File: config.mk
export PLATFORM = sky130hd
export DESIGN_NAME = shift_add_multiplier
export DESIGN_NICKNAME = d
export VERILOG_FILES = /design/src/rtl/shift_add_multiplier.sv
export SDC_FILE = /design/constraint.sdc
export NUM_CORES = 1
export LEC_CHECK = 0
export CORE_MARGIN = 2
export CORE_UTILIZATION = 45
export DETAILED_ROUTE_END_ITERATION = 7
export PLACE_DENSITY = 0.66
export SYNTH_ARGS = -nofsm -noshare
export SYNTH_HDL_FRONTEND = slang
export SYNTH_SLANG_ARGS = --single-unit
File: constraint.sdc
create_clock -name clk -period 7.1 [get_ports clk]
set_clock_uncertainty 0.15 [all_clocks]
set_input_delay 1.42 -clock clk [delete_from_list [all_inputs] [get_ports clk]]
set_output_delay 1.42 -clock clk [all_outputs]
set_load 0.03 [all_outputs]
File: src/rtl/shift_add_multiplier.sv
// ---------------------------------------------------------------------------
// shift_add_multiplier
//
// Sequential unsigned multiply-accumulate unit:
//     result = multiplicand * multiplier + addend
// This is the inverse of the iterative divider. If you feed it quotient,
// divisor and remainder, it gives back the dividend. It uses the same
// start/done handshake and the same IDLE/MULTIPLYING/DONE control, so the two
// blocks can sit side by side on one controller.
//
// Ports
//   clk          rising-edge clock
//   reset_n      asynchronous active-low reset
//   start        request; level-sampled in IDLE, hold until done is seen
//   multiplicand operand A (unsigned), latched on accept
//   multiplier   operand B (unsigned), latched on accept
//   addend       added to the product (unsigned), latched on accept
//   result       registered A*B+addend (2*WIDTH bits)
//   overflow     result does not fit in WIDTH bits
//   busy         high while multiplying
//   done         completion flag, held until start drops
// ---------------------------------------------------------------------------
module shift_add_multiplier #(
    parameter int WIDTH = 32
) (
    input  logic               clk,
    input  logic               reset_n,
    input  logic               start,
    input  logic [WIDTH-1:0]   multiplicand,
    input  logic [WIDTH-1:0]   multiplier,
    input  logic [WIDTH-1:0]   addend,
    output logic [2*WIDTH-1:0] result,
    output logic               overflow,
    output logic               busy,
    output logic               done
);

    localparam int CW = $clog2(WIDTH) + 1;
    localparam logic [CW-1:0] LAST_COUNT = CW'(WIDTH - 1);

    typedef enum logic [1:0] {
        IDLE        = 2'd0,
        MULTIPLYING = 2'd1,
        DONE        = 2'd2
    } state_t;

    state_t             state_reg,    state_next;
    logic [2*WIDTH-1:0] acc_reg,      acc_next;
    logic [2*WIDTH-1:0] mcand_reg,    mcand_next;
    logic [WIDTH-1:0]   mplier_reg,   mplier_next;
    logic [CW-1:0]      count_reg,    count_next;
    logic [2*WIDTH-1:0] result_reg,   result_next;
    logic               overflow_reg, overflow_next;
    logic               done_reg,     done_next;

    // Accumulator value after this cycle's conditional add. It is 2*WIDTH
    // bits wide, and the largest possible final value (2^2W - 2^W) fits, so
    // it never wraps.
    logic [2*WIDTH-1:0] acc_sum;
    assign acc_sum = acc_reg + (mplier_reg[0] ? mcand_reg : '0);

    // State register plus all datapath registers. The reset is asynchronous,
    // so an in-flight operation is dropped at once.
    always_ff @(posedge clk or negedge reset_n) begin
        if (!reset_n) begin
            state_reg    <= IDLE;
            acc_reg      <= '0;
            mcand_reg    <= '0;
            mplier_reg   <= '0;
            count_reg    <= '0;
            result_reg   <= '0;
            overflow_reg <= 1'b0;
            done_reg     <= 1'b0;
        end else begin
            state_reg    <= state_next;
            acc_reg      <= acc_next;
            mcand_reg    <= mcand_next;
            mplier_reg   <= mplier_next;
            count_reg    <= count_next;
            result_reg   <= result_next;
            overflow_reg <= overflow_next;
            done_reg     <= done_next;
        end
    end

    always_comb begin
        state_next    = state_reg;
        acc_next      = acc_reg;
        mcand_next    = mcand_reg;
        mplier_next   = mplier_reg;
        count_next    = count_reg;
        result_next   = result_reg;
        overflow_next = overflow_reg;
        done_next     = done_reg;

        case (state_reg)
            IDLE: begin
                if (start) begin
                    if (multiplicand == '0 || multiplier == '0) begin
                        // A zero product needs no iterations. The answer is
                        // just the addend.
                        result_next   = {{WIDTH{1'b0}}, addend};
                        overflow_next = 1'b0;
                        done_next     = 1'b1;
                        state_next    = DONE;
                    end else begin
                        acc_next      = {{WIDTH{1'b0}}, addend};
                        mcand_next    = {{WIDTH{1'b0}}, multiplicand};
                        mplier_next   = multiplier;
                        count_next    = '0;
                        result_next   = '0;
                        overflow_next = 1'b0;
                        done_next     = 1'b0;
                        state_next    = MULTIPLYING;
                    end
                end
            end

            MULTIPLYING: begin
                acc_next    = acc_sum;
                mcand_next  = mcand_reg << 1;
                mplier_next = mplier_reg >> 1;
                count_next  = count_reg + 1'b1;
                // Latency is fixed at WIDTH iterations. There is no early
                // exit when the multiplier runs out of set bits.
                if (count_reg == LAST_COUNT) begin
                    result_next   = acc_sum;
                    overflow_next = |acc_sum[2*WIDTH-1:WIDTH];
                    done_next     = 1'b1;
                    state_next    = DONE;
                end
            end

            DONE: begin
                // Stay here while start is held, so a held request cannot
                // retrigger a second operation.
                if (!start) begin
                    done_next  = 1'b0;
                    state_next = IDLE;
                end
            end

            default: begin
                state_next = IDLE;
            end
        endcase
    end

    assign result   = result_reg;
    assign overflow = overflow_reg;
    assign done     = done_reg;
    assign busy     = (state_reg == MULTIPLYING);

endmodule

Word level (Yosys, flattened, before mapping)
Cells that the tools add are included.
{ "classes": {"n_addsub": 2, "n_eq_ne": 7, "n_mux": 30, "n_reduce_logical": 11} }
{ "ops": {"columns": ["operator", "n"], "rows": [
  ["$mux 64", 7],
  ["$pmux 64 s2", 3],
  ["$mux 32", 3],
  ["$add 64x64->64", 1],
  ["$logic_not 32->1", 2],
  ["$pmux 32 s2", 1],
  ["$reduce_or 32->1", 1],
  ["$mux 6", 2],
  ["$pmux 6 s2", 1],
  ["$reduce_and 3->1", 3],
  ["$mux 2", 4],
  ["$add 6x1->6 const B", 1],
  ["$eq 6x5->1 const B", 1],
  ["$mux 1", 6],
  ["$ne 2x2->1 const B", 3],
  ["$pmux 2 s3", 1],
  ["$reduce_and 4->1", 1],
  ["$pmux 1 s3", 1],
  ["$reduce_bool 3->1", 1],
  ["$eq 2x1->1 const B", 1],
  ["$eq 2x2->1 const B", 1],
  ["$logic_not 2->1", 1],
  ["$ne 2x1->1 const B", 1],
  ["$pmux 1 s2", 1],
  ["2 further kinds", 2]
]} }
{ "word_totals": {"reg_bits": 234, "input_bits": 99} }

Logic depth before layout (Yosys ltp)
Gate-level depths: netlist of the first run.
{ "logic_depth": {"depth_word": 5, "depth_mapped": 16} }

Worst setup path after synthesis of the first run
OpenSTA, ideal clock, no wires.
{ "synth_timing": {"kind": "reg-to-reg", "startpoint": "reg mplier_reg[0]", "endpoint": "reg overflow_reg, in the netlist overflow", "arrival_time_ns": 3.360, "t_required_ns": 6.807, "slack_ns": 3.447, "stages_incl_launch_ff": 16, "period_less_slack_ns": 3.653, "cell_sequence": "dfrtp_1 -> clkbuf_1 -> clkbuf_1 -> and2_1 -> ha_1 -> buf_6 -> nand4_1 -> a21oi_1 -> a21o_1 -> a21oi_4 -> o31a_2 -> xnor2_1 -> or2_0 -> or4b_1 -> nor4_1 -> a41oi_1"} }
{ "synth_via": {"elab_chain_len": 5} }
{ "synth_rtl": {"columns": ["element", "line_no", "source"], "rows": [
  ["start: declaration", "50", "logic [WIDTH-1:0] mplier_reg, mplier_next;"],
  ["start signal: assignment", "78", "mplier_reg <= mplier_next;"],
  ["$mux 64", "60", "assign acc_sum = acc_reg + (mplier_reg[0] ? mcand_reg : '0);"],
  ["$add 64x64->64", "60", null],
  ["$reduce_or 32->1", "128", "overflow_next = |acc_sum[2*WIDTH-1:WIDTH];"],
  ["$mux 1", "126", "if (count_reg == LAST_COUNT) begin"],
  ["$pmux 1 s2", "96", "case (state_reg)"],
  ["end signal: assignment", "81", "overflow_reg <= overflow_next;"],
  ["end: declaration", "53", "logic overflow_reg, overflow_next;"]
]} }
Every way passes these cells. The select of a mux whose other input is x is not followed.
A chain may end at the register's enable or synchronous reset.

Worst setup path in the final report of the first run
Ends and elaborated chain as after synthesis.

==> flow_metrics.py, run 1 <==
metrics = {
    "clock_network": {
        "cts.sinks": 234,
        "post_cts_resized": 0,
        "post_cts_buffers": 0,
        "insertion_delay_ps": 550,
        "cts_buffers": 27,
        "cts_max_level": 1,
        "cts_buffer_depth": 3,
        "cts_tree": "done",
        "clockRootBuffer": "clkbuf_16",
        "ctsHoldBuffers": 0,
        "path_clk_slew_ps": 60,
    },
    "finish": {
        "fillCellCount": 3083,
        "n_antenna_cell": 0,
        "fin_area_um2": 17760,
        "final_cell_mix": "260 x nand2_1, 234 x dfrtp_1, 188 x a21oi_1",
        "layout.cells.most_common": "nand2_1",
        "multi_input_area_um2": 8592,
        "drive_gt1_share_pct": 5.373,
        "final-seq-area_um2": 5856,
        "area_growth_pct": 19.20,
        "stdcell_count": 2303,
        "final_nets": 2009,
        "utilization_pct": 54.59,
    },
    "power_and_ir_drop": {
        "p_int_mw": 4.004,
        "power_frac_seq_pct": 25.1,
        "p_switching_mw": 3.606,
        "pwr-share-comb_pct": 55.6,
        "irDropWorstVdd_mv": 0.3362,
        "p_sw_share_pct": 47.38,
        "fin_total_pwr_mw": 7.609,
        "clkPwrFrac_pct": 19.2,
        "leakagePower_nw": 7.624,
        "powerDensity_nw_per_um2": 428.4,
    },
    "grt": {
        "grt_overflow": 0,
        "antenna_found_initial": 1,
        "grt_pass1_vias": 13300,
        "grt_usage_pct": 26.99,
        "grt_first_pass_wirelength_um": 73580,
        "grt_max_degree": 190,
    },
    "placement": {
        "routabilityCongestion": 0.9754,
        "dpl_cell_area_um2": 16840,
        "io_buffers": 165,
        "hpwl_um": 33700,
        "pre_cts_slack_ps": 2227,
        "dp.cells": 2254,
    },
    "route": {
        "ant_nets": 0,
        "dr.first_iter.drc_count": 1089,
        "drc": 0,
        "vias": 13470,
        "drt-wirelength-per-cell_um": 19.95,
        "drt_wl_total_um": 45960,
        "firstDrtPassIters": 5,
        "vias_per_cell": 5.848,
    },
    "yosys": {
        "synth-seq-cells": 234,
        "async_reset_ff_share_pct": 100.0,
        "syn_inst": 1741,
        "synth_flop_cell": "dfrtp_1",
        "synth-warning-count": 0,
        "yosysTopAreaCellShare_pct": 39.30,
        "synth.area.top_cells": "dfrtp_1 39%, nand2_1 6.5%, a21oi_1 6.3%",
        "syn_nets": 1909,
        "synth-seq-area-share_pct": 39.30,
        "syn_area_um2": 14900,
        "synth.avg_cell_area_um2": 8.559,
        "yosys.area.top_type": "dfrtp_1",
        "synth.distinct_cells": 88,
        "synth-edff-count": 0,
    },
    "setup_path": {
        "critPathArrivalTime_ps": 4820,
        "path_buf_inv": 1,
        "critPathTopFamily": "simple AND/OR/NAND/NOR gates",
        "crit_path_top_delay_cell": "a211oi_1",
        "cp_cell_sequence": "buf_4 > and2_1 > ha_1 > nand4_1 > nor3_1 > nand3_1 > a211oi_1 > or3b_1 > xor2_1 > a211o_1 > nand4bb_1 > nor4_1 > a41oi_1",
        "start_kind": "register",
        "worst-path-max-fanout": 32,
        "critPathMaxStageDelay_ps": 660,
        "startpoint": "mplier_reg[0]",
        "required_ps": 7330,
        "rr_startpoint": "mplier_reg[0]",
        "cp-end-kind": "register",
        "worst-setup-path-type": "register to register",
    },
    "timing": {
        "hold_violations": 0,
        "fin_ws_ps": 2512,
        "post-route-period-util_pct": 64.62,
        "worstMarginPinSlew_ps": 1234,
        "setup-tns-final_ps": 0,
        "slew_headroom_pct": 17.58,
        "max_freq_mhz": 218.0,
        "setup_violations": 0,
        "slew_viol_final": 0,
        "rsz0062_at_grt": "false",
        "min_period_ps": 4588,
        "finalHoldWorstSlack_ps": 322.8,
    },
    "die": {
        "die_w_um": 186.0,
        "floorplan.rows": 66,
        "die_area_um2": 34580,
        "die_h_um": 186.0,
        "io_pins": 166,
        "core_area_um2": 32540,
        "start_util_pct": 45.80,
    },
    "worst_hold_path": {
        "hp-start": "mcand_reg[63]",
        "hold_class": "register to register",
    },
    "flow_run": {
        "maxCapViolations": 0,
    },
    "run_status": {
        "status": "completed",
    },
}
## power by group through the flow
stage	combinational (mW)	clock (mW)	sequential, mW
after detailed placement	4.19	0	1.93
after global routing	4.69	1.54	1.95
after global placement	4.16	0	1.92
final	4.23	1.46	1.91
after CTS	4.22	1.49	1.91
after floorplan	3.03	0	1.93
## metal layers
metal	track usage (%)	share of wire (%)
met5	0	0.035
met1	37.74	46
met4	6.803	2.8
met3	3.228	5.2
met2	44.45	46
## cells in the mapped netlist, drive strengths merged, types with 8 or more instances
master and number:
nand3 57, nor4 24, a22o 40, o21ai 131, nor3 22, nor2 152
o211ai 12, o21a 11, a22oi 18, xor2 26, mux2i 76, xnor2 29
inv 15, and2 74, clkbuf 80, a31oi 13, and3 13, nand4 24
buf 27, nand2 260, o2111ai 8, a21o 25, dfrtp 234, a211oi 9
ha 68, a21oi 194
## cells by family (layout without fill, tap and decap cells)
logic type	count (synthesis)	count (layout)	share of synthesized area [%]
buf+inv	122	242	3.418
mux	78	78	5.257
compound gates	513	513	21.72
simple gates	670	670	21.23
flops	234	234	39.30
xor+xnor	55	55	3.233
fa+ha+maj	69	69	5.844
## tightest hold or removal path: cells and delay by family, from the launching register on
family           cells  cell delay [ps]
and+or+nand+nor      2              100
DFF                  1              350
## layout make-up
type	instances	share of cell area [%]
sequential	234	32.97
multi-input combinational	1385	48.38
inverter	15	0.3170
clock buffer	38	4.262
tap	442	3.114
clock inverter	11	0.9440
timing repair buffer	178	10.02
## worst paths after layout
| check | end | slack (ps) | depth (start not counted) |
|---|---|---|---|
| max | overflow | 2510 | 13 |
| min | mcand_reg[63] | 320 | 2 |
| max reg2reg | overflow | 2510 | 13 |
| min reg2reg | mcand_reg[63] | 320 | 2 |
| max in group asynchronous | mcand_reg[51] | 4820 | 2 |
| min in group asynchronous | mcand_reg[39] | 720 | 1 |
(Power assumes the default switching activity.)
==> inputs of run 2 (changes only) <==
clock period = 4.5 ns   (was 7.1 ns; I/O delays follow)
==> run 2 against run 1 <==
Effect of this change: die area unchanged; global-route usage is 0.73 points higher; clock-buffer cell count shrank 4; critical path type unchanged.
==> flow_metrics.py, run 2 (synthesized netlist as in run 1, its figures left out) <==
metrics = {
    "timing": {
        "slew_headroom_pct": 36.89,
        "fin_ws_ps": 235.5,
        "setup_violations": 0,
        "post-route-period-util_pct": 94.77,
        "min_period_ps": 4264,
        "rsz0062_at_grt": "false",
        "slew_viol_final": 0,
        "max_freq_mhz": 234.5,
        "hold_violations": 0,
        "worstMarginPinSlew_ps": 938.0,
        "setup-tns-final_ps": 0,
    },
    "clock_network": {
        "cts_buffers": 26,
        "cts_tree": "done",
        "path_clk_slew_ps": 70,
        "ctsHoldBuffers": 0,
        "cts_max_level": 1,
        "clockRootBuffer": "clkbuf_16",
        "insertion_delay_ps": 570,
        "cts_buffer_depth": 3,
        "cts.sinks": 234,
    },
    "setup_path": {
        "required_ps": 4760,
        "start_kind": "register",
        "critPathArrivalTime_ps": 4520,
        "critPathTopFamily": "compound AO/OA/AOI/OAI gates",
        "crit_cells": 14,
        "critPathMaxStageDelay_ps": 440,
        "path_buf_inv": 1,
        "r2r_end": "overflow",
        "cp-end-kind": "register",
        "crit_path_top_delay_cell": "fa_1",
        "worst-setup-path-type": "register to register",
        "rr_startpoint": "mplier_reg[0]",
        "rr_worst_depth": 14,
        "r2r_slack_ps": 240,
        "worst-path-max-fanout": 33,
        "startpoint": "mplier_reg[0]",
        "cp_cell_sequence": "buf_4 > and2_1 > ha_1 > fa_1 > a211oi_2 > o21ai_1 > nor4b_4 > o211ai_1 > a21oi_1 > or3_1 > a211o_1 > nand4bb_1 > nor4_1 > a41oi_1",
    },
    "flow_run": {
        "maxCapViolations": 0,
    },
    "power_and_ir_drop": {
        "pwr-share-comb_pct": 56.0,
        "p_sw_share_pct": 47.29,
        "p_switching_mw": 5.776,
        "clkPwrFrac_pct": 19.3,
        "irDropWorstVdd_mv": 0.3704,
        "power_frac_seq_pct": 24.7,
        "leakagePower_nw": 7.783,
        "p_int_mw": 6.439,
        "fin_total_pwr_mw": 12.22,
        "powerDensity_nw_per_um2": 678.9,
    },
    "placement": {
        "io_buffers": 165,
        "hpwl_um": 36480,
        "pre_cts_slack_ps": 243.3,
        "routabilityCongestion": 0.9745,
        "dpl_cell_area_um2": 17020,
    },
    "finish": {
        "drive_gt1_share_pct": 6.589,
        "final_cell_mix": "260 x nand2_1, 234 x dfrtp_1, 188 x a21oi_1",
        "utilization_pct": 55.30,
        "area_growth_pct": 20.75,
        "final_nets": 2030,
        "fin_area_um2": 17990,
        "layout.cells.most_common": "nand2_1",
    },
    "route": {
        "drc": 0,
        "drt-wirelength-per-cell_um": 20.56,
        "vias": 13540,
        "drt_wl_total_um": 47810,
        "vias_per_cell": 5.825,
        "dr.first_iter.drc_count": 954,
        "firstDrtPassIters": 6,
        "ant_nets": 0,
    },
    "die": {
        "die_area_um2": 34580,
        "die_h_um": 186.0,
        "io_pins": 166,
        "start_util_pct": 45.80,
        "core_area_um2": 32540,
        "floorplan.rows": 66,
        "die_w_um": 186.0,
    },
    "grt": {
        "grt_max_degree": 137,
        "grt_usage_pct": 27.72,
        "grt_first_pass_wirelength_um": 75080,
        "grt_overflow": 0,
        "antenna_found_initial": 3,
        "grt_pass1_vias": 13300,
    },
    "run_status": {
        "status": "completed",
    },
    "worst_hold_path": {
        "hold_class": "input pin to asynchronous set/reset pin",
    },
}
[run 2: cell count changes in the layout (fill, tap and decap cells not counted), sizes merged]
cell    change
diode       +1
buf        +22
bufinv      +1
clkbuf      -4
clkinv      +2
[run 2: routing by layer]
layer / track usage, % / vias to the layer above / wire length [um]
met5: 0 / - / 16
met4: 9.228 / 2 / 1727
met3: 4.050 / 94 / 2581
met2: 43.08 / 404 / 21030
met1: 39.57 / 6548 / 22460
li1: - / 6494 / -
[run 2: final cells by class]
cell class              count  area, um2
fillers                  2993      14540
multi-input cells        1385       8596
flip-flops and latches    234       5856
repair buffers            200       1969
clock buffers              34      730.7
well taps                 442      553.0
clock inverters            14      229.0
inverters                  15      56.30
diodes                      1      2.502
[run 2: how the worst max path moves through the flow]
stage,endpoint
final,overflow
after global placement,overflow
after detailed placement,overflow
after CTS,overflow
after global routing,overflow
after floorplan,overflow
[run 2: power groups by stage]
stage	combinational, mW	clock [mW]	sequential, mW
after CTS	6.79	2.41	3.02
final	6.84	2.36	3.02
after detailed placement	6.75	0	3.05
after global placement	6.66	0	3.04
after floorplan	4.78	0	3.04
after global routing	7.51	2.48	3.08
[run 2: per-stage QoR]
step                std cells  hold slack, ps
finish                   2325           123.7
detailed placement       2276           306.2
floorplan                1741           289.1
global route             2324           167.7
global placement         2276           304.0
CTS                      2324           157.9
[run 2: timing repair]
action / 4_1_cts / 5_1_grt
gates resized for setup: 0 / 2
endpoints found under the setup margin: 0 / 1
buffers inserted: 0 / 0
==> RTL change (settings of run 2) <==
Take the reset off `result_reg` and load it in a clocked block of its own.
--- a/src/rtl/shift_add_multiplier.sv
+++ b/src/rtl/shift_add_multiplier.sv
@@ -68,7 +68,6 @@
             mcand_reg    <= '0;
             mplier_reg   <= '0;
             count_reg    <= '0;
-            result_reg   <= '0;
             overflow_reg <= 1'b0;
             done_reg     <= 1'b0;
         end else begin
@@ -77,10 +76,13 @@
             mcand_reg    <= mcand_next;
             mplier_reg   <= mplier_next;
             count_reg    <= count_next;
-            result_reg   <= result_next;
             overflow_reg <= overflow_next;
             done_reg     <= done_next;
         end
+    end
+
+    always_ff @(posedge clk) begin
+        result_reg <= result_next;
     end
 
     always_comb begin
Behaviour: not the same (a bounded check fails within 4 cycles, from zero or initial values and one cycle with reset_n low).
==> RTL change against run 2 <==
  * Setup slack worse by 0.092 ns
  * First-iteration DRC count fell by 13%
  * Power shrank 1.3%
  * Routed wire length down 6.7%
  * Non-clock buffer count increased by 30
  * Area after synthesis down 1.0%
  * Sequential cell count is the same
  * Cell area rose by 1.3%
  * Cell count is 1.8% lower
==> RTL change: results <==
<?xml version="1.0" encoding="UTF-8"?>
<metrics>
  <group name="setup_path">
    <metric name="critical_path_peak_fanout" unit="">32</metric>
    <metric name="worst_ep_arrival_time" unit="ns">4.62</metric>
    <metric name="rr_startpoint" unit="">mplier_reg[0]</metric>
    <metric name="timing.reg2reg.setup_slack" unit="ns">0.14</metric>
  </group>
  <group name="synth">
    <metric name="async_reset_ff_share" unit="%">72.6</metric>
    <metric name="ys_seq_area_share" unit="%">41.9</metric>
    <metric name="yosys-top-cells-area" unit="">dfrtp_1 29%, edfxtp_1 13%, nand2_1 8.4%</metric>
    <metric name="ys_types" unit="">74</metric>
    <metric name="synth-edff-count" unit="">64</metric>
    <metric name="synth_commonest_cells" unit="">329 x nand2_1, 170 x dfrtp_1, 169 x o21ai_0</metric>
    <metric name="syn_nets" unit="">1833</metric>
  </group>
  <group name="sta">
    <metric name="whs" unit="ns">0.232</metric>
    <metric name="slew_limit_headroom" unit="%">26.7</metric>
  </group>
  <group name="clocking">
    <metric name="clock_buffers_created_by_tritoncts" unit="">26</metric>
    <metric name="cts.path.max_buffers" unit="">3</metric>
    <metric name="clk-insertion-delay-late" unit="ns">0.55</metric>
    <metric name="htreeDepth" unit="">1</metric>
    <metric name="clk_pin_slew" unit="ns">0.06</metric>
  </group>
  <group name="global_route">
    <metric name="first_global_vias" unit="">12600</metric>
    <metric name="groute.usage.overall" unit="%">25.9</metric>
    <metric name="grt_start_max_net_pins" unit="">79</metric>
    <metric name="number_of_antenna_violations_at_the_first_check_in_global_routing" unit="">0</metric>
    <metric name="grt_first_pass_wirelength" unit="µm">69500</metric>
  </group>
  <group name="run_status">
    <metric name="run_status" unit="">finished clean</metric>
  </group>
  <group name="drt">
    <metric name="wl_per_cell" unit="µm">19.5</metric>
    <metric name="avgViaCountPerCell" unit="">5.73</metric>
    <metric name="drt_iter0_drc" unit="">826</metric>
  </group>
  <group name="cells_and_area">
    <metric name="layout.filler_cells" unit="">2964</metric>
    <metric name="antenna_cells" unit="">0</metric>
    <metric name="layout-drive-gt1-share" unit="%">9.34</metric>
    <metric name="nNetsFinal" unit="">1989</metric>
  </group>
  <group name="place">
    <metric name="place_congestion" unit="">0.976</metric>
    <metric name="dpl.hpwl" unit="µm">33500</metric>
    <metric name="port_buffers" unit="">165</metric>
    <metric name="detailedPlace.worstSlack" unit="ns">-0.0230</metric>
  </group>
  <group name="power_and_ir_drop">
    <metric name="peakVddDrop" unit="V">0.000344</metric>
    <metric name="p_leak" unit="nW">7.69</metric>
    <metric name="cell_internal_pwr" unit="mW">6.87</metric>
  </group>
</metrics>
-- RTL change: routing by layer --
layer / up-vias / share of wire [%] / wire length (µm) / GRT usage [%]
li1: 6321 / - / - / -
met1: 6323 / 46 / 20500 / 36.4
met2: 387 / 46 / 20600 / 42.1
met5: - / 0 / 0 / 0
met4: 0 / 2.2 / 967 / 6.60
met3: 56 / 5.7 / 2550 / 3.54
-- RTL change: logic make-up (layout without fill, tap and decap cells) --
logic type / count (synthesis) / in the layout / share of synthesized area [%]
AO/OA/AOI/OAI: 437 / 437 / 18.0
buffers and inverters: 114 / 290 / 3.12
XOR/XNOR: 53 / 53 / 3.15
adder cells (fa/ha/maj): 69 / 69 / 5.91
multiplexers: 100 / 100 / 6.97
flip-flops: 234 / 234 / 41.9
AND/OR/NAND/NOR: 658 / 658 / 21.0
-- RTL change: repair_timing --
action | CTS | global route
cloned | 0 | 1
setup buffers | 0 | 0
gates resized for setup | 1 | 22
hold endpoints to repair | 0 | 0
pin swaps | 0 | 1
endpoints found under the setup margin | 1 | 1
-- RTL change: power by group through the flow --
| stage | combinational [mW] | sequential (mW) | clock, mW |
|---|---|---|---|
| after detailed placement | 6.04 | 3.60 | 0 |
| after global placement | 5.95 | 3.59 | 0 |
| after floorplan | 3.44 | 4.07 | 0 |
| after CTS | 6.07 | 3.57 | 2.38 |
| after global routing | 6.72 | 3.67 | 2.46 |
| final | 6.14 | 3.58 | 2.33 |
-- RTL change: worst max-delay path by stage --
stage / slack [ns] / startpoint / to / depth (start not counted)
floorplan: 0.09 / count_reg[0] / overflow / 10
global placement: 0.08 / mplier_reg[0] / overflow / 14
detailed placement: -0.02 / mplier_reg[0] / overflow / 14
CTS: 0.04 / mplier_reg[0] / overflow / 14
global route: -0.007 / mplier_reg[0] / overflow / 13
finish: 0.14 / mplier_reg[0] / overflow / 14
-- RTL change: through the flow --
stage                     instance area [µm²]  power (mW)  cells  TNS [ns]
after CTS                               18100        12.0   2282         0
after global routing                    18200        12.8   2283  -0.00656
after detailed placement                17200        9.65   2234   -0.0230
after floorplan                         14700        7.51   1665         0
final                                   18200        12.1   2283         0
after global placement                  17200        9.53   2234         0
-- RTL change: worst max-delay path, cell delays in order (launching register included) --
cell and delay [ns]:
dfrtp_2 0.48, buf_12 0.19, and2_1 0.16, ha_1 0.41
nand4_1 0.25, nor2_1 0.24, nand4b_1 0.21, buf_4 0.22
a31oi_1 0.42, a21oi_1 0.15, o211ai_1 0.26, xnor2_1 0.16
or3b_2 0.48, nor4_1 0.31, a21oi_1 0.12
-- RTL change: layout make-up --
cell class              instances  share of cell area (%)
clock buffers                  30                    3.88
clock inverters                18                    1.26
inverters                      12                   0.247
multi-input cells            1317                    45.3
flip-flops and latches        234                    33.9
well taps                     442                    3.03
repair buffers                230                    12.4
